**config.mk**
```make
export PLATFORM = sky130hd
export DESIGN_NAME = axis_pkt_source
export DESIGN_NICKNAME = d
export VERILOG_FILES = /design/src/rtl/axis_pkt_source.sv
export SDC_FILE = /design/constraint.sdc
export NUM_CORES = 1
export LEC_CHECK = 0
export ABC_CLOCK_PERIOD_IN_PS = 3300
export CAP_MARGIN = 40
export CORE_ASPECT_RATIO = 1.75
export CORE_MARGIN = 4
export CORE_UTILIZATION = 40
export CTS_CLUSTER_DIAMETER = 30
export DETAILED_ROUTE_END_ITERATION = 10
export GPL_TIMING_DRIVEN = 1
export PLACE_DENSITY = 0.63
export SLEW_MARGIN = 20
export SYNTH_ARGS = -nofsm -noshare
export SYNTH_HDL_FRONTEND = slang
export SYNTH_SLANG_ARGS = --single-unit
export TNS_END_PERCENT = 30
```
**constraint.sdc**
```tcl
create_clock -name clk -period 3.3 [get_ports clk]
set_clock_uncertainty 0.15 [all_clocks]
set_input_delay 0.66 -clock clk [delete_from_list [all_inputs] [get_ports clk]]
set_output_delay 0.66 -clock clk [all_outputs]
set_load 0.1 [all_outputs]
```
**src/rtl/axis_pkt_source.sv**
```systemverilog
// axis_pkt_source: AXI-Stream burst generator of fixed-length packets with incrementing data and gaps
module axis_pkt_source #(
  parameter int P_DATA_WIDTH = 16,
  parameter int P_LEN_WIDTH  = 8,
  parameter int P_CNT_WIDTH  = 8,
  parameter int P_GAP_WIDTH  = 4
) (
  input  logic                    clk,
  input  logic                    rst,
  input  logic                    start,
  input  logic [P_LEN_WIDTH-1:0]  cfg_len,
  input  logic [P_CNT_WIDTH-1:0]  cfg_num_pkts,
  input  logic [P_GAP_WIDTH-1:0]  cfg_gap,
  input  logic [P_DATA_WIDTH-1:0] cfg_seed,
  output logic                    busy,
  output logic                    done,
  output logic [P_CNT_WIDTH-1:0]  pkt_sent,
  output logic                    M_AXIS_T_VALID,
  input  logic                    M_AXIS_T_READY,
  output logic [P_DATA_WIDTH-1:0] M_AXIS_T_DATA,
  output logic                    M_AXIS_T_LAST
);
  typedef enum logic [1:0] {S_IDLE, S_SEND, S_GAP} state_t;
  state_t                  r_state, w_state;
  logic [P_DATA_WIDTH-1:0] r_data, w_data;
  logic [P_LEN_WIDTH-1:0]  r_beat, w_beat, r_len, w_len;
  logic [P_CNT_WIDTH-1:0]  r_pkt, w_pkt, r_num, w_num;
  logic [P_GAP_WIDTH-1:0]  r_gap, w_gap, r_gcnt, w_gcnt;
  logic                    r_valid, w_valid, r_last, w_last, r_done, w_done, r_busy;
  logic                    w_hs, w_final;
  assign w_hs    = r_valid & M_AXIS_T_READY;
  assign w_final = r_pkt == r_num - P_CNT_WIDTH'(1);
  always_comb begin
    w_state = r_state;
    w_data  = r_data;
    w_beat  = r_beat;
    w_len   = r_len;
    w_pkt   = r_pkt;
    w_num   = r_num;
    w_gap   = r_gap;
    w_gcnt  = r_gcnt;
    w_valid = r_valid;
    w_last  = r_last;
    w_done  = 1'b0;
    case (r_state)
      S_IDLE: if (start && cfg_len != '0 && cfg_num_pkts != '0) begin
        w_state = S_SEND;
        w_len   = cfg_len;
        w_num   = cfg_num_pkts;
        w_gap   = cfg_gap;
        w_data  = cfg_seed;
        w_beat  = '0;
        w_pkt   = '0;
        w_valid = 1'b1;
        w_last  = cfg_len == P_LEN_WIDTH'(1);
      end
      S_SEND: if (w_hs) begin
        w_data = r_data + P_DATA_WIDTH'(1);
        if (r_last) begin
          w_pkt  = r_pkt + P_CNT_WIDTH'(1);
          w_beat = '0;
          if (w_final) begin
            w_state = S_IDLE;
            w_valid = 1'b0;
            w_last  = 1'b0;
            w_done  = 1'b1;
          end else if (r_gap == '0) begin
            w_last = r_len == P_LEN_WIDTH'(1);
          end else begin
            w_state = S_GAP;
            w_gcnt  = r_gap;
            w_valid = 1'b0;
            w_last  = 1'b0;
          end
        end else begin
          w_beat = r_beat + P_LEN_WIDTH'(1);
          w_last = r_beat + P_LEN_WIDTH'(1) == r_len - P_LEN_WIDTH'(1);
        end
      end
      S_GAP: if (r_gcnt == P_GAP_WIDTH'(1)) begin
        w_state = S_SEND;
        w_valid = 1'b1;
        w_last  = r_len == P_LEN_WIDTH'(1);
      end else begin
        w_gcnt = r_gcnt - P_GAP_WIDTH'(1);
      end
      default: w_state = S_IDLE;
    endcase
  end
  always_ff @(posedge clk) begin
    if (rst) begin
      r_state <= S_IDLE;
      r_data  <= '0;
      r_beat  <= '0;
      r_len   <= '0;
      r_pkt   <= '0;
      r_num   <= '0;
      r_gap   <= '0;
      r_gcnt  <= '0;
      r_valid <= 1'b0;
      r_last  <= 1'b0;
      r_done  <= 1'b0;
      r_busy  <= 1'b0;
    end else begin
      r_state <= w_state;
      r_data  <= w_data;
      r_beat  <= w_beat;
      r_len   <= w_len;
      r_pkt   <= w_pkt;
      r_num   <= w_num;
      r_gap   <= w_gap;
      r_gcnt  <= w_gcnt;
      r_valid <= w_valid;
      r_last  <= w_last;
      r_done  <= w_done;
      r_busy  <= w_state != S_IDLE;
    end
  end
  assign busy           = r_busy;
  assign done           = r_done;
  assign pkt_sent       = r_pkt;
  assign M_AXIS_T_VALID = r_valid;
  assign M_AXIS_T_DATA  = r_data;
  assign M_AXIS_T_LAST  = r_last;
endmodule

```
Word-level counts from Yosys, hierarchy flattened
Cells that the tools add are included.
{"block": "op_classes", "add_sub_neg": 6, "n_eq_ne": 15, "muxes": 38, "bitwise_logic": 4, "n_reduce_logical": 17}
{"cell": "$mux W8", "count": 5}
{"cell": "$mux W16", "count": 2}
{"cell": "$pmux W16 S2", "count": 1}
{"cell": "$pmux W8 S2", "count": 2}
{"cell": "$mux W4", "count": 5}
{"cell": "$add A16 B1 Y16 const B", "count": 1}
{"cell": "$add A8 B1 Y8 const B", "count": 2}
{"cell": "$eq A8 B1 Y1 const B", "count": 2}
{"cell": "$eq A8 B8 Y1", "count": 2}
{"cell": "$reduce_bool A8 Y1", "count": 2}
{"cell": "$sub A8 B1 Y8 const B", "count": 2}
{"cell": "$ne A2 B2 Y1 const B", "count": 7}
{"cell": "$mux W1", "count": 13}
{"cell": "$mux W2", "count": 6}
{"cell": "$reduce_and A6 Y1", "count": 2}
{"cell": "$pmux W4 S2", "count": 1}
{"cell": "$reduce_and A4 Y1", "count": 2}
{"cell": "$pmux W1 S3", "count": 2}
{"cell": "$pmux W2 S3", "count": 1}
{"cell": "$reduce_bool A2 Y1", "count": 3}
{"cell": "$eq A4 B1 Y1 const B", "count": 1}
{"cell": "$logic_not A4 Y1", "count": 1}
{"cell": "$reduce_or A4 Y1", "count": 1}
{"cell": "$sub A4 B1 Y4 const B", "count": 1}
{"cell": "10 further kinds", "count": 13}
{"block": "word_totals", "ff_bits": 62, "in_bits": 40, "word_cells": 92}

Longest topological paths before layout
{"block": "logic_depth", "depth_word": 7, "ltp_mapped": 11, "depth_no_buf": 9}

Worst setup path after synthesis
OpenSTA, ideal clock, no wires.
{"block": "synth_timing", "path_type": "flip-flop to flip-flop", "startpoint": "reg r_pkt[2] (netlist: pkt_sent[2])", "endpoint": "reg r_valid (netlist: M_AXIS_T_VALID)", "setup_time_ns": 0.125, "arrival_ns": 2.404, "required_time_ns": 3.025, "setup_slack_ns": 0.622, "stages_incl_launch_ff": 10, "n_path_buf": 2, "synth_period_minus_slack_ns": 2.678, "path_cell_list": "dfxtp_1 buf_2 nand3_1 a221oi_1 a41oi_1 nor3_2 o21ai_2 buf_6 a2111oi_2 nor2_1"}
{"block": "synth_between", "elab_chain_cells": 5, "word_cells_on_any_way": 7, "cone_classes": "eq/ne: 2; mux: 4; reduce/logical: 1"}
{"element": "from (decl)", "line": "27", "text": "logic [P_CNT_WIDTH-1:0] r_pkt, w_pkt, r_num, w_num;"}
{"element": "from (signal assigned)", "line": "109", "text": "r_pkt <= w_pkt;"}
{"element": "$eq A8 B8 Y1 (*)", "line": "32", "text": "assign w_final = r_pkt == r_num - P_CNT_WIDTH'(1);"}
{"element": "$mux W1", "line": "62", "text": "if (w_final) begin"}
{"element": "$mux W1", "line": "59", "text": "if (r_last) begin"}
{"element": "$mux W1", "line": "57", "text": "S_SEND: if (w_hs) begin"}
{"element": "$pmux W1 S3", "line": "45", "text": "case (r_state)"}
{"element": "to (signal assigned)", "line": "113", "text": "r_valid <= w_valid;"}
{"element": "to (decl)", "line": "29", "text": "logic r_valid, w_valid, r_last, w_last, r_done, w_done, r_busy;"}
Every way passes the cells marked *; elsewhere a longest branch is shown, timed or not. The select of a mux whose other input is x is not followed.
A chain may end at the register's enable or synchronous reset.

Worst setup path after layout
{"block": "layout_timing", "startpoint": "in cfg_len[5]", "endpoint": "reg r_beat[5]"}
{"block": "layout_between", "elab_chain_cells": 5}
{"element": "from (decl)", "line": "11", "text": "input logic [P_LEN_WIDTH-1:0] cfg_len,"}
{"element": "$reduce_bool A8 Y1", "line": "46", "text": "S_IDLE: if (start && cfg_len != '0 && cfg_num_pkts != '0) begin"}
{"element": "$logic_and A1 B1 Y1 (2 in series)", "line": "46"}
{"element": "$ne A2 B2 Y1 (no source line)"}
{"element": "$reduce_and A3 Y1 (no source line)"}
{"element": "to (signal assigned)", "line": "107", "text": "r_beat <= w_beat;"}
{"element": "to (decl)", "line": "26", "text": "logic [P_LEN_WIDTH-1:0] r_beat, w_beat, r_len, w_len;"}
Every way passes these cells.

==> run metrics <==
chip width=81.95 um; highest routed layer=met4; Compound-Gate Fraction of Synth Area=16.21%; max frequency=373.0 MHz; post-synth top area cell=dfxtp_1; syn nets=524; DR vias/cell=5.513; Final Hold Vio Count=0; Synth Register Bits=62; Total Routed Length=10.08 mm; pin count of the biggest net entering global routing=34; post-CTS setup repair buffer count=0; final hold slack=0.3280 ns; design area=4803 um2; Worst-Margin Slew=0.6582 ns; Max Root-Sink Buffers=2; unrepaired setup endpoints after global routing=no; first-pass GRT wire length=16.19 mm; placed wire-length estimate=7.618 mm; Cells after Synth=472; adder-cell area share of the yosys netlist=3.923%; core area=9409 um2; die footprint=11,260 um2; most common library cell in the layout ignoring fill and taps=dfxtp_1; post-synth top area share=32.43%; warnings from Yosys=0; syn_area_per_cell=8.109 um2; number of DRC markers in iteration 0=144; final worst slack=0.6193 ns; area grow syn2layout=25.50%; critical path fanouts, max=18; commonest cells after routing, fill and taps aside=dfxtp_1, nor2_1, nand2_1; Startpoint Class=input pin; dpl ws=0.2668 ns; Slew Viols, Final=0; Initial Util=40.68%; Skew-Pair Late Insertion Delay=0.33 ns; n_diodes=0; Port Buffers=67; fin nets=588; hold_buf cts=0; peak supply drop=0.0002634 V; wire per inst=15.20 um; Post-synth EDFFs=0; run status=complete, no violations; aggregate global-route resource usage=18.51%; leak pwr=1.898 nW; Seq/Total Area, Yosys=32.43%; Residual DRC=0; Final setup viols=0; power per cell area=476.5 nW/um2; GR Overflow Total=0; CP Class=in -> reg; worst path required time=3.34 ns; Cell Area, Placed=4541 um2; Pwr Total=2.289 mW; setup TNS=0 ns; share of flip-flops with an asynchronous set or reset=0%; vias in the first global route=3,479; met2 wire len=5.147 mm; Top Ports=68; vias=3,655; CTS tree=done; crit end category=register; die height=137.4 um; met3 wire len=536 um; M1 WL=4.062 mm; Placer Congestion=0.8609; TritonCTS buffer count=9; ys flop type=dfxtp_1; mapped cell area=3827 um2; clock-pin transition on the worst setup and hold timing paths=0.05 ns; Final ANT Viol Nets=0; cells taking the most area after synthesis=dfxtp_1, mux2i_1, nor2_1, nand2_1, xnor2_1; multiplexer area fraction after synthesis=6.407%; H-tree depth=3; Post-Synth XOR/XNOR Area=8.696%; main combinational cell family by area after synthesis=simple AND/OR/NAND/NOR gates; Netlist cell types=67; FP Rows=47; Max Cap Viol=0; drt first pass iters=4; Tcrit/Tclk final=81.23%; Clock Tree Root=clkbuf_16; Max-Slew Margin vs Limit=56.12%; CP Data Arrival Time=2.72 ns; Final min period=2.681 ns; min-delay worst type=reg -> reg; initial antenna violation count=0; share of cells above drive strength 1=11.83%; Clock Sinks=62; post-synthesis simple-gate area fraction=27.66%; number of gates resized after cts=0
==> worst paths after layout <==
| kind | startpoint | to | slack, ns | depth (start not counted) |
|---|---|---|---|---|
| worst max-delay path | cfg_len[5] | r_beat[5] | 0.62 | 9 |
| worst min-delay path | M_AXIS_T_DATA[15] | M_AXIS_T_DATA[15] | 0.33 | 2 |
| worst max register to register | r_num[0] | r_gcnt[1] | 0.77 | 9 |
| worst min register to register | M_AXIS_T_DATA[15] | M_AXIS_T_DATA[15] | 0.33 | 2 |
==> synthesized netlist by cell type, types with 2 or more instances <==
cell type and number:
dfxtp_1 62, nor2_1 60, nand2_1 47, a21oi_1 31, mux2i_1 23, xnor2_1 20, nand3_1 19, xor2_1 18
inv_1 16, nor3_1 16, o21ai_0 16, clkbuf_1 13, ha_1 12, and3_1 10, nor4_1 9, nand4_1 7
o21ai_1 7, a211oi_1 5, nor2b_1 5, and2_1 4, buf_2 4, buf_4 4, nand3b_1 4, nor4b_1 4
a311oi_1 3, nand2b_1 3, o22ai_1 3, a22oi_1 2, a31oi_1 2, a41oi_1 2, and4_1 2, o211ai_1 2
or3_1 2, or4_1 2
==> layout make-up <==
type                       count  area (um2)
sequential                    62        1241
tap                          122       152.6
clock inverter                 1       5.005
multi-input combinational    370        2407
timing repair buffer          76       675.6
fill                         938        4606
inverter                      17       63.81
clock buffer                  15       257.7
==> report_power, final <==
part | switching (mW) | internal, mW
Combinational | 0.383 | 0.219
Sequential | 0.0535 | 0.792
Clock | 0.313 | 0.528
Total | 0.749 | 1.54
==> stage by stage <==
stage               instances  utilization, %
floorplan                 472               -
global route              663           51.05
global placement          647           48.26
CTS                       663           51.05
finish                    663           51.05
detailed placement        647           48.26
==> worst max-delay path: stages <==
cell             delay, ns
clkdlybuf4s50_1       0.42
or4_4                 0.56
nand2b_4              0.18
nand4_4               0.16
a22o_1                0.30
buf_12                0.18
nor2_1                0.07
nand3b_1              0.12
a21oi_1               0.07
==> kinds of logic after synthesis <==
kind of cell / after synthesis
mux: 24
compound gates: 92
buf+inv: 40
fa+ha+maj: 12
xor+xnor: 38
flops: 62
simple gates: 204
==> state kept, by name, indices dropped and copies added, names as in the netlist, 2 cells and up <==
| name | cells |
|---|---|
| r_beat | 8 |
| r_state | 2 |
| r_num | 8 |
| pkt_sent | 8 |
| r_len | 8 |
| r_gap | 4 |
| r_gcnt | 4 |
| M_AXIS_T_DATA | 16 |
==> routing by layer <==
| metal | track usage, % | vias to the layer above |
|---|---|---|
| li1 | - | 1810 |
| met1 | 20.56 | 1709 |
| met5 | 0 | - |
| met3 | 3.861 | 28 |
| met2 | 31.68 | 108 |
| met4 | 10.91 | 0 |
(Power assumes the default switching activity.)
